File: config.mk
export PLATFORM = sky130hd
export DESIGN_NAME = fpu_f32_mul_arbiter
export DESIGN_NICKNAME = d
export VERILOG_FILES = /design/src/rtl/fpu_f32_mul_arbiter.sv
export SDC_FILE = /design/constraint.sdc
export NUM_CORES = 2
export LEC_CHECK = 0
export ABC_AREA = 1
export CELL_PAD_IN_SITES_DETAIL_PLACEMENT = 0
export CELL_PAD_IN_SITES_GLOBAL_PLACEMENT = 1
export CORE_ASPECT_RATIO = 0.7
export CORE_MARGIN = 3
export CORE_UTILIZATION = 43
export CTS_CLUSTER_SIZE = 24
export DETAILED_ROUTE_END_ITERATION = 6
export PLACE_DENSITY = 0.88
export REMOVE_ABC_BUFFERS = 1
export SKIP_LAST_GASP = 1
export SLEW_MARGIN = 20
export SYNTH_ARGS = -nofsm -noshare
export SYNTH_HDL_FRONTEND = slang
export SYNTH_SLANG_ARGS = --single-unit
File: constraint.sdc
create_clock -name CLK -period 10.4 [get_ports CLK]
set_input_delay 2.6 -clock CLK [delete_from_list [all_inputs] [get_ports CLK]]
set_output_delay 2.6 -clock CLK [all_outputs]
set_load 0.01 [all_outputs]
File: src/rtl/fpu_f32_mul_arbiter.sv
// Round-robin sharing of one F32 multiplier among NUM_REQ requesters, LATENCY-deep stallable pipe.
// Define FPU_MUL_ARB_COUNTER_EN to build the BUSY_COUNT issue counter; otherwise it reads 0.

module fpu_f32_mul (
  input  logic [31:0] a,
  input  logic [31:0] b,
  output logic [31:0] p
);
  // Round-to-nearest-even; subnormal inputs/results flush to zero, NaN results are canonical.
  logic              sign;
  logic              a_zero, b_zero, a_inf, b_inf, a_nan, b_nan;
  logic [47:0]       mprod;
  logic [22:0]       frac;
  logic              guard, sticky, rnd;
  logic [23:0]       frac_r;
  logic signed [9:0] exp_s;

  always_comb begin
    sign   = a[31] ^ b[31];
    a_zero = (a[30:23] == 8'h00);
    b_zero = (b[30:23] == 8'h00);
    a_inf  = (a[30:23] == 8'hFF) && (a[22:0] == 23'd0);
    b_inf  = (b[30:23] == 8'hFF) && (b[22:0] == 23'd0);
    a_nan  = (a[30:23] == 8'hFF) && (a[22:0] != 23'd0);
    b_nan  = (b[30:23] == 8'hFF) && (b[22:0] != 23'd0);
    mprod  = 48'({1'b1, a[22:0]}) * 48'({1'b1, b[22:0]});
    exp_s  = $signed({2'b00, a[30:23]}) + $signed({2'b00, b[30:23]}) - 10'sd127;
    if (mprod[47]) begin
      frac   = mprod[46:24];
      guard  = mprod[23];
      sticky = |mprod[22:0];
      exp_s  = exp_s + 10'sd1;
    end else begin
      frac   = mprod[45:23];
      guard  = mprod[22];
      sticky = |mprod[21:0];
    end
    rnd    = guard & (sticky | frac[0]);
    frac_r = {1'b0, frac} + {23'd0, rnd};
    if (frac_r[23]) exp_s = exp_s + 10'sd1;
    p = {sign, exp_s[7:0], frac_r[22:0]};
    if (exp_s >= 10'sd255) p = {sign, 8'hFF, 23'd0};
    else if (exp_s <= 10'sd0) p = {sign, 31'd0};
    if (a_nan || b_nan || (a_inf && b_zero) || (a_zero && b_inf)) p = 32'h7FC0_0000;
    else if (a_inf || b_inf) p = {sign, 8'hFF, 23'd0};
    else if (a_zero || b_zero) p = {sign, 31'd0};
  end
endmodule

module fpu_f32_mul_arbiter #(
  parameter int NUM_REQ = 4,
  parameter int LATENCY = 2,
  parameter int ID_W    = $clog2(NUM_REQ)
) (
  input  logic                  CLK,
  input  logic                  RST,
  input  logic [NUM_REQ-1:0]    REQ_VALID,
  output logic [NUM_REQ-1:0]    REQ_READY,
  input  logic [NUM_REQ*32-1:0] REQ_A,
  input  logic [NUM_REQ*32-1:0] REQ_B,
  output logic                  RSP_VALID,
  input  logic                  RSP_READY,
  output logic [ID_W-1:0]       RSP_ID,
  output logic [31:0]           RSP_O,
  output logic [31:0]           BUSY_COUNT
);
  logic            adv, gnt_any, issue;
  logic [ID_W-1:0] gnt_id, ptr;
  logic [ID_W:0]   idx;
  logic [LATENCY:1] vld;
  logic [ID_W-1:0] id_q [1:LATENCY];
  logic [31:0]     a_q, b_q, mul_p;

  assign RSP_VALID = vld[LATENCY];
  assign RSP_ID    = id_q[LATENCY];
  assign adv       = !RSP_VALID || RSP_READY;

  always_comb begin
    gnt_any = 1'b0;
    gnt_id  = '0;
    idx     = '0;
    for (int i = 0; i < NUM_REQ; i++) begin
      idx = {1'b0, ptr} + (ID_W+1)'(i);
      if (idx >= (ID_W+1)'(NUM_REQ)) idx = idx - (ID_W+1)'(NUM_REQ);
      if (!gnt_any && REQ_VALID[idx[ID_W-1:0]]) begin
        gnt_any = 1'b1;
        gnt_id  = idx[ID_W-1:0];
      end
    end
  end

  // Ready is gated by reset so nothing appears granted while the pipe is held clear.
  assign issue     = adv && gnt_any && !RST;
  assign REQ_READY = issue ? ((NUM_REQ)'(1) << gnt_id) : '0;

  always_ff @(posedge CLK or posedge RST) begin
    if (RST) begin
      ptr <= '0;
      vld <= '0;
      a_q <= '0;
      b_q <= '0;
      for (int k = 1; k <= LATENCY; k++) id_q[k] <= '0;
    end else begin
      if (issue) ptr <= (gnt_id == (ID_W)'(NUM_REQ-1)) ? '0 : gnt_id + 1'b1;
      if (adv) begin
        vld[1] <= issue;
        if (issue) begin
          a_q     <= REQ_A[32*gnt_id +: 32];
          b_q     <= REQ_B[32*gnt_id +: 32];
          id_q[1] <= gnt_id;
        end
        for (int k = 2; k <= LATENCY; k++) begin
          vld[k]  <= vld[k-1];
          id_q[k] <= id_q[k-1];
        end
      end
    end
  end

  fpu_f32_mul u_mul (
    .a (a_q),
    .b (b_q),
    .p (mul_p)
  );

  generate
    if (LATENCY == 1) begin : g_lat1
      assign RSP_O = mul_p;
    end else begin : g_latn
      logic [31:0] prod_q [2:LATENCY];
      always_ff @(posedge CLK or posedge RST) begin
        if (RST) begin
          for (int k = 2; k <= LATENCY; k++) prod_q[k] <= '0;
        end else if (adv) begin
          prod_q[2] <= mul_p;
          for (int k = 3; k <= LATENCY; k++) prod_q[k] <= prod_q[k-1];
        end
      end
      assign RSP_O = prod_q[LATENCY];
    end
  endgenerate

`ifdef FPU_MUL_ARB_COUNTER_EN
  logic [31:0] busy_cnt;
  always_ff @(posedge CLK or posedge RST) begin
    if (RST)        busy_cnt <= '0;
    else if (issue) busy_cnt <= busy_cnt + 32'd1;
  end
  assign BUSY_COUNT = busy_cnt;
`else
  assign BUSY_COUNT = '0;
`endif
endmodule
Word-level counts from Yosys, hierarchy flattened. Cells that the tools add are included.

Add/sub/neg operators: 13. $mul: 1. $lt $le $gt $ge: 10. Eq/ne operators: 3. Shifts and indexed selects: 3. Mux-type cells: 32. Bitwise gates (word level): 3. Reductions and logical operators: 31.

Operators by type and width (count): 128-bit by 8-bit indexed part select with 32-bit output (2); 31-bit two-way mux (4); 24-bit by 24-bit multiplier with 48-bit output (1); 23-bit zero test (2); 23-bit nonzero test (2); 32-bit two-way mux (1); 23-bit by 1-bit adder with 24-bit output (1); 23-bit two-way mux (1); 23-bit OR reduction (1); 22-bit OR reduction (1); 10-bit by 2-bit adder with 10-bit output (second input constant) (2); 10-bit two-way mux (2); 2-bit two-way mux (9); 8-bit equality test (second input constant) (2); 8-bit zero test (2); 2-bit by 3-bit less-than comparator with 1-bit output (second input constant) (4); 1-bit logical AND (11); 10-bit by 9-bit >= comparator with 1-bit output (second input constant) (1); 10-bit by 1-bit less-or-equal comparator with 1-bit output (second input constant) (1); 1-bit two-way mux (10); 10-bit by 8-bit subtractor with 10-bit output (second input constant) (1); 8-bit by 8-bit adder with 9-bit output (1); 3-bit >= comparator (second input constant) (3); 1-bit binary-select mux with 2-bit select (4); other kinds (14) (27).

Register bits: 104. Input bits: 263. Output and inout bits: 71. Logic and storage cells: 103.

Depth between registers and ports, before layout.
Word-level depth: 17. Depth in mapped cells: 50. Gate-level depth less buffers: 46.

Modules after synthesis. Synthesis repeated with hierarchy kept, for this count alone.

Cells, all modules: 4704. Area, all modules: 31481.4 um^2.

By module, submodules not included: fpu_f32_mul (instances 1, cells each 3592, area each 24188.2 um^2, sequential area each 0.0 um^2); fpu_f32_mul_arbiter (instances 1, cells each 1112, area each 7293.2 um^2, sequential area each 2602.5 um^2).

Worst setup path after synthesis. OpenSTA, ideal clock, no wires.

Path type: input port to output port. From: input RST. To: output REQ_READY[0]. Arrival: 6.018 ns. Required time: 7.800 ns. Path slack: 1.782 ns. Stages: 4. Cell sequence: inv_1 nand3_1 clkbuf_1 nor2_1.

Word-level cells in the longest chain between the ends: 3.

RTL lines: from (decl) (RTL line 56) `input logic RST,`; 1-bit zero test (no line); 1-bit logical AND (RTL line 93) `assign issue = adv && gnt_any && !RST;`; 4-bit two-way mux (RTL line 94) `assign REQ_READY = issue ? ((NUM_REQ)'(1) << gnt_id) : '0;`; to (decl) (RTL line 58) `output logic [NUM_REQ-1:0] REQ_READY,`.

Every way passes these cells.

Worst setup path after layout.
From: register b_q[7]. To: register g_latn.prod_q, in the netlist RSP_O[22].

Word-level cells in the longest chain between the ends: 13.

RTL lines: from (decl) (RTL line 72) `logic [31:0] a_q, b_q, mul_p;`; from (signal assigned) (RTL line 109) `b_q <= REQ_B[32*gnt_id +: 32];`; 24-bit by 24-bit multiplier with 48-bit output (RTL line 26) `mprod = 48'({1'b1, a[22:0]}) * 48'({1'b1, b[22:0]});`; 23-bit OR reduction / 22-bit OR reduction (equally long branches) (RTL line 31, 36); 1-bit two-way mux (RTL line 28) `if (mprod[47]) begin`; 1-bit bitwise OR (RTL line 38) `rnd = guard & (sticky | frac[0]);`; 1-bit AND (RTL line 38); 23-bit by 1-bit adder with 24-bit output (RTL line 39) `frac_r = {1'b0, frac} + {23'd0, rnd};`; 10-bit two-way mux (RTL line 40) `if (frac_r[23]) exp_s = exp_s + 10'sd1;`; 10-bit by 1-bit less-or-equal comparator with 1-bit output (RTL line 43) `else if (exp_s <= 10'sd0) p = {sign, 31'd0};`; 31-bit two-way mux (RTL line 43); 31-bit two-way mux (RTL line 42) `if (exp_s >= 10'sd255) p = {sign, 8'hFF, 23'd0};`; 31-bit two-way mux (RTL line 46) `else if (a_zero || b_zero) p = {sign, 31'd0};`; 31-bit two-way mux (RTL line 45) `else if (a_inf || b_inf) p = {sign, 8'hFF, 23'd0};`; 32-bit two-way mux * (RTL line 44) `if (a_nan || b_nan || (a_inf && b_zero) || (a_zero && b_inf)) p = 32'h7FC0_0000;`; to (decl) (RTL line 130) `logic [31:0] prod_q [2:LATENCY];`.

Every way passes the cells marked *; elsewhere a longest branch is shown, timed or not. A chain may end at the register's enable or synchronous reset.

==> results.tsv <==
stage	metric	value	unit
setup_path	reg2reg_depth	43	
layout	area_delta_synth_final	13.3	%
sta	fmax	0.106	GHz
layout	finalNonFillerCells	5461	
setup_path	crit_arrival	9.73	ns
setup_path	worstPathMaxFanout	36	
yosys	yosys-top-cells-count	nand2_1, inv_1, fa_1	
clock_network	cts_tree	done	
sta	period_share	0.908	
yosys	post-synth-top-count-cell	nand2_1	
yosys	synth_edf_count	0	
grt	overflow	0	
route	avgViaCountPerCell	4.96	
die	pin_count	334	
grt	track_usage	0.273	
clock_network	clock_path_buffers	2	
grt	grt_pass1_vias	27104	
place	gp_congestion	0.970	
sta	rsz0062_at_grt	no	
yosys	ys_types	52	
clock_network	clock_latency	0.42	ns
yosys	synthesis.area	29900	um2
route	vias	27105	
yosys	synth_area_leader_cell	fa_1	
yosys	ys_ff_latch	104	
place	dp_cells	5443	
route	ant_nets	0	
clock_network	h-tree-depth	3	
sta	min_period	9.44	ns
setup_path	cp-start-kind	flip-flop	
clock_network	clkTransAtPathRegs	0.08	ns
layout	drive_above_1_share	0.0364	
route	drtPass1Iterations	7	
sta	worstMarginPinSlew	1.13	ns
place	port_buffers	301	
die	rows	80	
job	cap_violations	0	
clock_network	numCtsBuffers	9	
yosys	avgSynthCellArea	6.83	um2
yosys	synth_ff_type	dfrtp_1	
yosys	ys_seq_area_frac	0.0871	
die	initial_core_util	0.437	
run_status	status	complete, no violations	
die	core_area	68500	um2
clock_network	cts_root_buffer	clkbuf_16	
yosys	syn_inst	4376	
worst_hold_path	hold_class	flip-flop to flip-flop	
setup_path	crit_slowest_cell	dfrtp_1	
sta	finalClockSkew	0.0261	ns
setup_path	crit_required	10.69	ns
sta	final_max_slew_viol_count	0	
die	die_w	321	um
sta	hold_viol	0	
layout	layout.nets	5488	
yosys	yosysTopAreaCellShare	0.324	
grt	grt_pass1_wl	154000	um
clock_network	ctsHoldBuffers	0	
sta	finalSetupViolations	0	
yosys	yosys-top-cells-area	fa_1, nand2_1, inv_1, dfrtp_1, ha_1	
route	wl_per_cell	17.8	um
setup_path	cp-end-kind	flip-flop	
setup_path	crit_type	flip-flop to flip-flop	
clock_network	postCtsSetupBuffers	0	
yosys	synth-async-reset-ratio	1.00	
worst_hold_path	holdPathStages	2	
clock_network	cts_resized	0	
die	die_h	227	um
setup_path	cpMostUsedCell	nand2_1	
setup_path	max_stage_delay	0.95	ns
route	drt-initial-drc-count	2297	
yosys	yosysWarnings	0	
clock_network	numClockSinks	104	
sta	slew_headroom	0.247	
grt	antenna_found_initial	0	
layout	postLayoutCoreUtil	0.494	
place	hpwl	81100	um
route	wirelength	97500	um
grt	grt_max_degree	79	
route	drcViolationCount	0	
layout	fillers	6972	
die	die_area	72800	um2
[routing by layer]
| layer | up-vias | track usage | share of wire |
|---|---|---|---|
| li1 | 13068 | - | - |
| met1 | 12805 | 0.417 | 0.48 |
| met2 | 1151 | 0.390 | 0.40 |
| met4 | 0 | 0.0466 | 0.015 |
| met3 | 81 | 0.0742 | 0.11 |
| met5 | - | 0 | 0 |
[registers in the layout, indices dropped and copies added, names as in the netlist]
name,cells
RSP_O,32
a_q,32
b_q,32
RSP_ID,2
id_q,2
ptr,2
vld,2
[critical path: cells and delay by family, from the launching register on]
family,cells,cell delay (ns)
buffers and inverters,7,0.77
flip-flops,1,0.95
AND/OR/NAND/NOR,27,3.49
adder cells (fa/ha/maj),9,4.06
[worst paths after layout]
kind	startpoint	slack [ns]	to
worst max-delay path	b_q[7]	0.96	RSP_O[22]
max in group asynchronous	RST	6.43	a_q[9]
worst min-delay path	vld[1]	0.45	vld[2]
worst max register to register	b_q[7]	0.96	RSP_O[22]
min in group asynchronous	RST	2.73	RSP_O[18]
worst min register to register	vld[1]	0.45	vld[2]
[layout by cell type, fill, tap and decap left out, drive strengths merged, types with 33 or more instances in the layout]
master	Yosys	final
dfrtp	104	104
nand4	35	35
nand2	1291	1291
nor3	37	37
nor2	376	376
o21ai	154	154
xor2	33	33
o211ai	38	38
ha	189	189
fa	483	483
buf	55	59
nand3	110	110
inv	1114	1117
a21oi	78	78
clkdlybuf4s50	0	301
[cells by family after synthesis]
| logic type | synth area share |
|---|---|
| xor+xnor | 0.0111 |
| buf+inv | 0.176 |
| flops | 0.0871 |
| fa+ha+maj | 0.403 |
| other cells | 0.000125 |
| simple gates | 0.253 |
| compound gates | 0.0702 |
[stage by stage]
step           setup TNS [ns]  worst slack (ns)  cell area [um2]  hold slack, ns
2_1_floorplan          -0.593            -0.307            28900           0.420
3_3_place_gp                0              1.17            33500           0.434
3_5_place_dp                0              1.04            33500           0.449
4_1_cts                     0             0.985            33800           0.458
5_1_grt                     0             0.240            33900           0.488
6_report                    0             0.959            33900           0.452
[cell type report]
cell class	count	area [um2]	area share
antenna	1	2.50	0.0000739
inverter	1116	4200	0.124
clock buffer	9	225	0.00665
tap	902	1130	0.0333
sequential	104	2610	0.0770
clock inverter	7	62.6	0.00185
timing repair buffer	360	3460	0.102
multi-input combinational	2962	22200	0.655
Power is left out: the tool's default activity adds up to more than one toggle a clock period on the data nets, which glitch-free logic cannot reach.
